--- src/rtl/control_unit_pipe_if.sv ---
// ID/EX control bundle shared by the decode stage, the hazard unit and control_unit_pipe.
// The decode/hazard side uses the master modport; the control unit uses the slave modport.
interface control_unit_pipe_if;
    logic       valid_i;
    logic [6:0] op_i;
    logic [2:0] funct3_i;
    logic       funct7_5_i;
    logic       funct7_0_i;
    logic       stall_i;
    logic       flush_i;
    logic [2:0] ImmSelD_o;
    logic       busy_o;
    logic       validE_o;
    logic       RegWriteE_o;
    logic [1:0] ResultSrcE_o;
    logic       MemWriteE_o;
    logic       JumpE_o;
    logic       BranchE_o;
    logic       ALUSrcE_o;
    logic [2:0] ALUControlE_o;
    logic       ALUModifierE_o;
    logic       MulDivE_o;
    logic [2:0] MulDivOpE_o;
    logic       IllegalE_o;

    modport master (
        output valid_i, op_i, funct3_i, funct7_5_i, funct7_0_i, stall_i, flush_i,
        input  ImmSelD_o, busy_o, validE_o, RegWriteE_o, ResultSrcE_o, MemWriteE_o,
               JumpE_o, BranchE_o, ALUSrcE_o, ALUControlE_o, ALUModifierE_o,
               MulDivE_o, MulDivOpE_o, IllegalE_o
    );

    modport slave (
        input  valid_i, op_i, funct3_i, funct7_5_i, funct7_0_i, stall_i, flush_i,
        output ImmSelD_o, busy_o, validE_o, RegWriteE_o, ResultSrcE_o, MemWriteE_o,
               JumpE_o, BranchE_o, ALUSrcE_o, ALUControlE_o, ALUModifierE_o,
               MulDivE_o, MulDivOpE_o, IllegalE_o
    );
endinterface

--- src/rtl/control_unit_pipe.sv ---
// RV32I/M control unit: decodes the ID instruction, registers the control word into ID/EX,
// and holds EX with busy_o for the duration of a multi-cycle MUL/DIV operation.
module control_unit_pipe #(
    parameter bit          ENABLE_M = 1'b1,
    parameter int unsigned MUL_LAT  = 3,
    parameter int unsigned DIV_LAT  = 8
) (
    input  logic               clk_i,
    input  logic               rst_ni,
    control_unit_pipe_if.slave bus
);
    localparam int unsigned MAX_LAT = (MUL_LAT > DIV_LAT) ? MUL_LAT : DIV_LAT;
    localparam int unsigned CNT_W   = $clog2(MAX_LAT + 1);

    localparam logic [6:0] OP_R      = 7'b0110011;
    localparam logic [6:0] OP_I      = 7'b0010011;
    localparam logic [6:0] OP_LOAD   = 7'b0000011;
    localparam logic [6:0] OP_STORE  = 7'b0100011;
    localparam logic [6:0] OP_BRANCH = 7'b1100011;
    localparam logic [6:0] OP_JAL    = 7'b1101111;
    localparam logic [6:0] OP_JALR   = 7'b1100111;
    localparam logic [6:0] OP_LUI    = 7'b0110111;
    localparam logic [6:0] OP_AUIPC  = 7'b0010111;

    typedef struct packed {
        logic       valid;
        logic       reg_write;
        logic [1:0] result_src;
        logic       mem_write;
        logic       jump;
        logic       branch;
        logic       alu_src;
        logic [2:0] alu_ctrl;
        logic       alu_mod;
        logic       mul_div;
        logic [2:0] mul_div_op;
        logic       illegal;
    } ctrl_t;

    typedef enum logic {IDLE, MD_BUSY} state_e;

    ctrl_t            dec;
    ctrl_t            ex_d;
    ctrl_t            ex_q;
    state_e           state_q;
    logic [CNT_W-1:0] cnt_q;
    logic [CNT_W-1:0] lat_d;
    logic             start_md;
    logic [2:0]       imm_sel;

    always_comb begin
        // NOTE: every combinational output gets a default first so no path infers a latch.
        dec       = '0;
        dec.valid = 1'b1;
        imm_sel   = 3'b000;
        case (bus.op_i)
            OP_R: begin
                if (bus.funct7_0_i && !ENABLE_M) begin
                    dec.illegal = 1'b1;
                end else begin
                    dec.reg_write = 1'b1;
                    dec.alu_ctrl  = bus.funct3_i;
                    if (bus.funct7_0_i) begin
                        dec.mul_div    = 1'b1;
                        dec.mul_div_op = bus.funct3_i;
                    end else begin
                        dec.alu_mod = bus.funct7_5_i;
                    end
                end
            end
            OP_I: begin
                dec.reg_write = 1'b1;
                dec.alu_src   = 1'b1;
                dec.alu_ctrl  = bus.funct3_i;
                // Only SRAI/SRLI use instr[30]; other immediates carry data there.
                dec.alu_mod   = (bus.funct3_i == 3'b101) && bus.funct7_5_i;
            end
            OP_LOAD: begin
                dec.reg_write  = 1'b1;
                dec.result_src = 2'b01;
                dec.alu_src    = 1'b1;
            end
            OP_STORE: begin
                dec.mem_write = 1'b1;
                dec.alu_src   = 1'b1;
                imm_sel       = 3'b001;
            end
            OP_BRANCH: begin
                dec.branch  = 1'b1;
                dec.alu_mod = 1'b1;
                imm_sel     = 3'b010;
            end
            OP_JAL: begin
                dec.reg_write  = 1'b1;
                dec.jump       = 1'b1;
                dec.result_src = 2'b10;
                imm_sel        = 3'b011;
            end
            OP_JALR: begin
                dec.reg_write  = 1'b1;
                dec.jump       = 1'b1;
                dec.result_src = 2'b10;
                dec.alu_src    = 1'b1;
            end
            OP_LUI: begin
                dec.reg_write  = 1'b1;
                dec.result_src = 2'b11;
                imm_sel        = 3'b100;
            end
            OP_AUIPC: begin
                dec.reg_write = 1'b1;
                dec.alu_src   = 1'b1;
                imm_sel       = 3'b100;
            end
            default: dec.illegal = 1'b1;
        endcase
        ex_d     = bus.valid_i ? dec : '0;
        lat_d    = bus.funct3_i[2] ? CNT_W'(DIV_LAT) : CNT_W'(MUL_LAT);
        start_md = ex_d.mul_div && (lat_d > CNT_W'(1));
    end

    // Flush wins over stall and busy; the M counter runs regardless of stall.
    always_ff @(posedge clk_i) begin
        // NOTE: sequential state uses non-blocking assignments so every register samples pre-edge values.
        if (!rst_ni || bus.flush_i) begin
            ex_q    <= '0;
            state_q <= IDLE;
            cnt_q   <= '0;
        end else if (state_q == MD_BUSY) begin
            cnt_q <= cnt_q - CNT_W'(1);
            if (cnt_q == CNT_W'(1)) begin
                state_q <= IDLE;
            end
        end else if (!bus.stall_i) begin
            ex_q <= ex_d;
            if (start_md) begin
                state_q <= MD_BUSY;
                cnt_q   <= lat_d - CNT_W'(1);
            end
        end
    end

    assign bus.ImmSelD_o      = imm_sel;
    assign bus.busy_o         = (state_q == MD_BUSY);
    assign bus.validE_o       = ex_q.valid;
    assign bus.RegWriteE_o    = ex_q.reg_write;
    assign bus.ResultSrcE_o   = ex_q.result_src;
    assign bus.MemWriteE_o    = ex_q.mem_write;
    assign bus.JumpE_o        = ex_q.jump;
    assign bus.BranchE_o      = ex_q.branch;
    assign bus.ALUSrcE_o      = ex_q.alu_src;
    assign bus.ALUControlE_o  = ex_q.alu_ctrl;
    assign bus.ALUModifierE_o = ex_q.alu_mod;
    assign bus.MulDivE_o      = ex_q.mul_div;
    assign bus.MulDivOpE_o    = ex_q.mul_div_op;
    assign bus.IllegalE_o     = ex_q.illegal;
endmodule
--- src/flat_wrapper.sv ---
// flat-port wrapper written by rule: the top's interface ports become plain ports
module control_unit_pipe_flat 
#(
    parameter bit          ENABLE_M = 1'b1,
    parameter int unsigned MUL_LAT  = 3,
    parameter int unsigned DIV_LAT  = 8
)
  (clk_i, rst_ni, bus_valid_i, bus_op_i, bus_funct3_i, bus_funct7_5_i, bus_funct7_0_i, bus_stall_i, bus_flush_i, bus_ImmSelD_o, bus_busy_o, bus_validE_o, bus_RegWriteE_o, bus_ResultSrcE_o, bus_MemWriteE_o, bus_JumpE_o, bus_BranchE_o, bus_ALUSrcE_o, bus_ALUControlE_o, bus_ALUModifierE_o, bus_MulDivE_o, bus_MulDivOpE_o, bus_IllegalE_o);
  control_unit_pipe_if bus_i ();
  input  logic clk_i;
  input  logic rst_ni;
  input wire logic [$bits(bus_i.valid_i)-1:0] bus_valid_i;
  input wire logic [$bits(bus_i.op_i)-1:0] bus_op_i;
  input wire logic [$bits(bus_i.funct3_i)-1:0] bus_funct3_i;
  input wire logic [$bits(bus_i.funct7_5_i)-1:0] bus_funct7_5_i;
  input wire logic [$bits(bus_i.funct7_0_i)-1:0] bus_funct7_0_i;
  input wire logic [$bits(bus_i.stall_i)-1:0] bus_stall_i;
  input wire logic [$bits(bus_i.flush_i)-1:0] bus_flush_i;
  output wire logic [$bits(bus_i.ImmSelD_o)-1:0] bus_ImmSelD_o;
  output wire logic [$bits(bus_i.busy_o)-1:0] bus_busy_o;
  output wire logic [$bits(bus_i.validE_o)-1:0] bus_validE_o;
  output wire logic [$bits(bus_i.RegWriteE_o)-1:0] bus_RegWriteE_o;
  output wire logic [$bits(bus_i.ResultSrcE_o)-1:0] bus_ResultSrcE_o;
  output wire logic [$bits(bus_i.MemWriteE_o)-1:0] bus_MemWriteE_o;
  output wire logic [$bits(bus_i.JumpE_o)-1:0] bus_JumpE_o;
  output wire logic [$bits(bus_i.BranchE_o)-1:0] bus_BranchE_o;
  output wire logic [$bits(bus_i.ALUSrcE_o)-1:0] bus_ALUSrcE_o;
  output wire logic [$bits(bus_i.ALUControlE_o)-1:0] bus_ALUControlE_o;
  output wire logic [$bits(bus_i.ALUModifierE_o)-1:0] bus_ALUModifierE_o;
  output wire logic [$bits(bus_i.MulDivE_o)-1:0] bus_MulDivE_o;
  output wire logic [$bits(bus_i.MulDivOpE_o)-1:0] bus_MulDivOpE_o;
  output wire logic [$bits(bus_i.IllegalE_o)-1:0] bus_IllegalE_o;
  assign bus_i.valid_i = bus_valid_i;
  assign bus_i.op_i = bus_op_i;
  assign bus_i.funct3_i = bus_funct3_i;
  assign bus_i.funct7_5_i = bus_funct7_5_i;
  assign bus_i.funct7_0_i = bus_funct7_0_i;
  assign bus_i.stall_i = bus_stall_i;
  assign bus_i.flush_i = bus_flush_i;
  assign bus_ImmSelD_o = bus_i.ImmSelD_o;
  assign bus_busy_o = bus_i.busy_o;
  assign bus_validE_o = bus_i.validE_o;
  assign bus_RegWriteE_o = bus_i.RegWriteE_o;
  assign bus_ResultSrcE_o = bus_i.ResultSrcE_o;
  assign bus_MemWriteE_o = bus_i.MemWriteE_o;
  assign bus_JumpE_o = bus_i.JumpE_o;
  assign bus_BranchE_o = bus_i.BranchE_o;
  assign bus_ALUSrcE_o = bus_i.ALUSrcE_o;
  assign bus_ALUControlE_o = bus_i.ALUControlE_o;
  assign bus_ALUModifierE_o = bus_i.ALUModifierE_o;
  assign bus_MulDivE_o = bus_i.MulDivE_o;
  assign bus_MulDivOpE_o = bus_i.MulDivOpE_o;
  assign bus_IllegalE_o = bus_i.IllegalE_o;
  control_unit_pipe #(.ENABLE_M(ENABLE_M), .MUL_LAT(MUL_LAT), .DIV_LAT(DIV_LAT)) u_core (.clk_i(clk_i), .rst_ni(rst_ni), .bus(bus_i));
endmodule
--- config.mk ---
export PLATFORM = sky130hd
export DESIGN_NAME = control_unit_pipe_flat
export DESIGN_NICKNAME = d
export VERILOG_FILES = /design/src/rtl/control_unit_pipe_if.sv /design/src/rtl/control_unit_pipe.sv /design/src/flat_wrapper.sv
export SDC_FILE = /design/constraint.sdc
export NUM_CORES = 1
export LEC_CHECK = 0
export CAP_MARGIN = 10
export CORE_ASPECT_RATIO = 0.7
export CORE_MARGIN = 1
export CORE_UTILIZATION = 25
export CTS_CLUSTER_SIZE = 16
export DETAILED_ROUTE_END_ITERATION = 7
export GPL_TIMING_DRIVEN = 1
export PLACE_DENSITY = 0.54
export SLEW_MARGIN = 40
export SYNTH_ARGS = -nofsm -noshare
export SYNTH_HDL_FRONTEND = slang
export SYNTH_SLANG_ARGS = --single-unit
--- constraint.sdc ---
create_clock -name clk_i -period 1.8 [get_ports clk_i]
set_input_delay 0.27 -clock clk_i [delete_from_list [all_inputs] [get_ports clk_i]]
set_output_delay 0.27 -clock clk_i [all_outputs]
set_load 0.005 [all_outputs]
Word-level counts from Yosys, hierarchy flattened
Cells that the tools add are included.
{ "totals": {"regBits": 22, "output_inout_bits": 21, "in_bits": 17, "elab_cells": 66} }
{ "classes": {"add_sub_neg": 2, "magnitude_cmp": 1, "n_bitwise": 2, "n_reduce_logical": 13, "n_mux": 22, "n_eq_ne": 12} }
{ "ops": {"columns": ["cell", "count"], "rows": [
  ["$mux W4", 6],
  ["$eq A7 B6 Y1 const B", 3],
  ["$eq A7 B7 Y1 const B", 3],
  ["$mux W17", 1],
  ["$eq A7 B5 Y1 const B", 2],
  ["$pmux W3 S4", 1],
  ["$mux W1", 11],
  ["$reduce_or A9 Y1", 1],
  ["$sub A4 B1 Y4 const B", 2],
  ["$eq A7 B2 Y1 const B", 1],
  ["$reduce_or A7 Y1", 1],
  ["$pmux W2 S3", 1],
  ["$reduce_or A2 Y1", 3],
  ["$reduce_or A5 Y1", 1],
  ["$eq A4 B1 Y1 const B", 1],
  ["$gt A4 B1 Y1 const B", 1],
  ["$reduce_and A2 Y1", 2],
  ["$eq A3 B3 Y1 const B", 1],
  ["$mux W3", 1],
  ["$pmux W1 S3", 1],
  ["$logic_and A1 B1 Y1", 2],
  ["$ne A2 B1 Y1 const B", 1],
  ["$not A1 Y1", 2],
  ["$reduce_bool A2 Y1", 1],
  ["2 further kinds", 2]
]} }

Depth between registers and ports, before layout
{ "logic_depth": {"depth_word": 8, "depth_mapped": 5, "mapped_depth_nobuf": 5} }

Worst setup path after synthesis
Ideal clock, no wire load.
{ "synth_timing": {"path_kind": "input-to-reg", "startpoint": "input port bus_valid_i", "endpoint": "register u_core.cnt_q[2]", "stages": 4, "required_ns": 1.684, "setup_ns": 0.116, "n_path_buf": 0, "arrival_time_ns": 1.406, "setup_slack_ns": 0.279, "path_cell_list": "or2b_2 -> or3_4 -> or3_1 -> and3_1"} }
{ "synth_via": {"elab_chain_len": 4} }
{ "synth_lines": {"columns": ["item", "line", "rtl"], "rows": [
  ["start: declaration", "flat_wrapper.sv:12", "input wire logic [$bits(bus_i.valid_i)-1:0] bus_valid_i;"],
  ["$mux W17", "control_unit_pipe.sv:117", "ex_d = bus.valid_i ? dec : '0;"],
  ["$logic_and A1 B1 Y1", "control_unit_pipe.sv:119", "start_md = ex_d.mul_div && (lat_d > CNT_W'(1));"],
  ["$reduce_bool A2 Y1 (no line)", null, null],
  ["$reduce_and A2 Y1 (no line)", null, null],
  ["end signal: assignment", "control_unit_pipe.sv:130", "cnt_q <= cnt_q - CNT_W'(1);"],
  ["end signal: assignment", "control_unit_pipe.sv:138", "cnt_q <= lat_d - CNT_W'(1);"],
  ["end: declaration", "control_unit_pipe.sv:46", "logic [CNT_W-1:0] cnt_q;"]
]} }
Every way passes these cells.
A chain may end at the register's enable or synchronous reset.

Final worst setup path
{ "layout_timing": {"startpoint": "input port bus_op_i[2]", "endpoint": "register u_core.cnt_q[2]"} }
{ "layout_via": {"elab_chain_len": 6} }
{ "layout_lines": {"columns": ["item", "line", "rtl"], "rows": [
  ["start: declaration", "flat_wrapper.sv:13", "input wire logic [$bits(bus_i.op_i)-1:0] bus_op_i;"],
  ["$eq A7 B6 Y1", "control_unit_pipe.sv:56", "case (bus.op_i)"],
  ["$mux W4", "control_unit_pipe.sv:56", null],
  ["$mux W17", "control_unit_pipe.sv:117", null],
  ["$logic_and A1 B1 Y1", "control_unit_pipe.sv:119", null],
  ["$reduce_bool A2 Y1 (no line)", null, null],
  ["$reduce_and A2 Y1 (no line)", null, null]
]} }
Every way passes these cells.

==> metrics.yaml <==
drive_gt1_share_pct: 25.3
grt_util_met2_pct: 23.1
timing.setup.tns_ns: 0
cts_max_level: 1
drt_drc_violations_left: 0
totalWireLength_mm: 3.35
starting_drc_count_in_detailed_routing: 102
post-route-period-util_pct: 97.9
first_global_vias: 1190
final-hold-violation-count: 0
worst_ep_arrival_time_ns: 1.92
cts-root-to-sink-buffers: 2
slew_violations: 0
gr-usage-met1_pct: 21.3
placeableCoreArea_um2: 4070
port_buffers: 37
io_pins: 38
number_of_distinct_standard_cells_referenced_by_the_synthesized_netlist: 44
postSynthAreaPerCell_um2: 8.67
static-leakage-power_nw: 0.748
cts_inserted_buffers: 3
antenna-diode-count: 0
hpwl_after_dpl_mm: 2.56
max-cap-violations: 0
flip_flop_and_latch_count_after_synthesis: 22
design.final.nets: 214
start_util_pct: 27.1
placed_cells_incl_taps: 235
areaGrowthSynthToFinish_pct: 68.9
unrepaired_setup_endpoints_after_global_routing: "no"
cts_sinks: 22
critical_path.max_stage_delay_ns: 0.38
design.die.area_um2: 4680
drt.antenna.violating_nets: 0
antenna_found_initial: 0
synthCells: 127
floorplan.die.height_um: 57.5
outcome: "finished clean"
post_cts_hold_buffer_count: 0
headroom_to_the_max_slew_limit_pct: 78.3
slowest_stage: "sky130_fd_sc_hd__or3_4"
clkTransAtPathRegs_ns: 0.08
hold_crit_path_type: "reg -> reg"
setup_viol: 0
ir_drop_mv: 0.331
seq_area_frac_synth_pct: 40.0
crit_type: "in -> reg"
power-per-cell-area_nw_per_um2: 588
grt_first_pass_wirelength_mm: 5.48
report.power.total_mw: 1.09
crit_path_frequent_cell: "sky130_fd_sc_hd__or3_4"
gpl.final_weighted_congestion: 0.872
insertion_delay_ns: 0.26
synthesis.area_um2: 1100
worst_ep_required_time_ns: 1.96
cts_tree: "yes"
post_drt_via_cell_ratio: 4.88
rows: 19
crit_path_start_kind: "input pin"
skew_ns: 0.00274
via_count: 1201
synth_fp_nets: 146
synthesis_warning_total: 0
die_width_um: 81.3
timing_worst_slew_pin_value_ns: 0.322
all_layer_global_routing_usage_pct: 15.6
critical_path_peak_fanout: 5
firstDrtPassIters: 4
end_kind: "register"
grt-ovfl-total: 0
critical_path.cell_chain: "dlygate4sd2_1 > nand4bb_4 > buf_6 > buf_4 > or3_4 > or3_4 > and3_4"
final_cells: 246
cts_root_buffer: "sky130_fd_sc_hd__clkbuf_8"
layout_min_cycle_time_ns: 1.76
max_freq_mhz: 567
fraction_of_met3_tracks_used_by_global_routing_pct: 5.28
globalRoute.busiestLayer: "met2"
post_drt_wl_per_cell_um: 13.6
grt_start_max_net_pins: 17
## cell usage after synthesis (all sizes together)
| master | instances | share of area (%) |
|---|---|---|
| dfxtp | 22 | 40 |
| nor2 | 14 | 4.8 |
| nand2 | 10 | 3.4 |
| nor3 | 9 | 4.1 |
| clkbuf | 7 | 3.4 |
| a21oi | 6 | 2.7 |
| a22o | 5 | 4.0 |
| a22oi | 4 | 2.7 |
| inv | 4 | 1.4 |
| and3 | 3 | 1.7 |
| nand2b | 3 | 1.7 |
| nor2b | 3 | 1.7 |
| o21ai | 3 | 1.4 |
| or3 | 3 | 2.3 |
| a211oi | 2 | 1.4 |
| a32o | 2 | 1.8 |
| ha | 2 | 2.3 |
| nor4 | 2 | 1.1 |
| o21bai | 2 | 1.4 |
| a21o | 1 | 0.68 |
| a221oi | 1 | 0.80 |
| a2bb2oi | 1 | 0.80 |
| a311oi | 1 | 0.80 |
| a31oi | 1 | 0.57 |
| and4b | 1 | 0.91 |
| buf | 1 | 0.45 |
| nand3 | 1 | 0.45 |
| nand4 | 1 | 0.57 |
| nand4b | 1 | 0.80 |
| nand4bb | 1 | 2.5 |
| nor4b | 1 | 0.80 |
| o2111ai | 1 | 0.80 |
| o211ai | 1 | 0.68 |
| o2bb2ai | 1 | 0.80 |
| o31ai | 1 | 0.68 |
| o32ai | 1 | 0.80 |
| or2 | 1 | 0.57 |
| or2b | 1 | 0.80 |
| or3b | 1 | 0.80 |
| xnor2 | 1 | 0.80 |
## worst max-delay path: cells and delay by family
kind / cells / cell delay, ns
simple gates: 4 / 1.12
buf+inv: 3 / 0.54
## final timing paths
| path | slack (ns) | start | end | depth (start not counted) |
|---|---|---|---|---|
| setup reg to reg | 0.37 | u_core.bus.busy_o | u_core.bus.JumpE_o | 5 |
| setup / recovery | 0.04 | bus_op_i[2] | u_core.cnt_q[2] | 7 |
| hold reg to reg | 0.46 | u_core.bus.RegWriteE_o | u_core.bus.RegWriteE_o | 2 |
| hold / removal | 0.46 | u_core.bus.RegWriteE_o | u_core.bus.RegWriteE_o | 2 |
## area by class of cell
type / instances / area [um2]
clock buffer: 3 / 41.3
clock inverter: 1 / 30.0
fill: 386 / 2210
inverter: 4 / 15.0
multi-input combinational: 93 / 637
sequential: 22 / 440
tap: 52 / 65.1
timing repair buffer: 71 / 631
## report_power, final
part	leakage, nW	internal (mW)	switching [mW]
registers	0.177	0.488	0.00103
clock network	0.0357	0.297	0.152
logic	0.535	0.0847	0.0714
total	0.748	0.869	0.225
## repair_timing
item | CTS | global route
setup buffers | 7 | 0
gates resized for setup | 19 | 4
setup endpoints to repair | 4 | 2
gates cloned | 0 | 0
pin swaps | 4 | 0
## cell families after synthesis
logic type	synth area share, %
simple gates	29.0
compound gates	22.7
flops	40.0
buf+inv	5.23
fa+ha+maj	2.27
xor+xnor	0.796
## cells in the final DEF (no fill, tap or decap), drive strengths merged, types with 2 or more instances in the layout
cell type,instances
inv,4
a22oi,4
nand2b,3
clkdlybuf4s50,26
nor4,2
a211oi,2
buf,34
a21oi,6
a22o,5
nor3,9
dlygate4sd2,10
o21ai,3
nor2,14
dfxtp,22
nand2,10
or3,3
ha,2
o21bai,2
clkbuf,3
nor2b,3
and3,3
a32o,2
## flip-flops by register name, indices dropped and copies added, names as in the netlist
name                       cells
u_core.bus.RegWriteE_o         1
u_core.cnt_q                   4
u_core.bus.BranchE_o           1
u_core.bus.ResultSrcE_o        2
u_core.bus.MulDivOpE_o         3
u_core.bus.busy_o              1
u_core.bus.JumpE_o             1
u_core.bus.MulDivE_o           1
u_core.bus.validE_o            1
u_core.bus.IllegalE_o          1
u_core.bus.MemWriteE_o         1
u_core.bus.ALUSrcE_o           1
u_core.bus.ALUModifierE_o      1
u_core.bus.ALUControlE_o       3
## through the flow
step / setup slack [ns] / instance area, um2 / hold WS [ns] / utilization [%]
6_report: 0.0376 / 1860 / 0.458 / 45.7
3_3_place_gp: -0.527 / 1700 / 0.441 / 41.7
4_1_cts: 0.0300 / 1840 / 0.463 / 45.3
3_5_place_dp: -0.559 / 1700 / 0.445 / 41.7
5_1_grt: 0.00913 / 1860 / 0.495 / 45.7
2_1_floorplan: 0.279 / 1100 / 0.396 / -
## layer usage
metal / share of wire, % / vias to the layer above
met4: 0.81 / 0
met2: 43 / 50
met5: 0 / -
met3: 7.7 / 2
met1: 48 / 549
li1: - / 600
No activity file was read; power rests on OpenSTA's default activity.
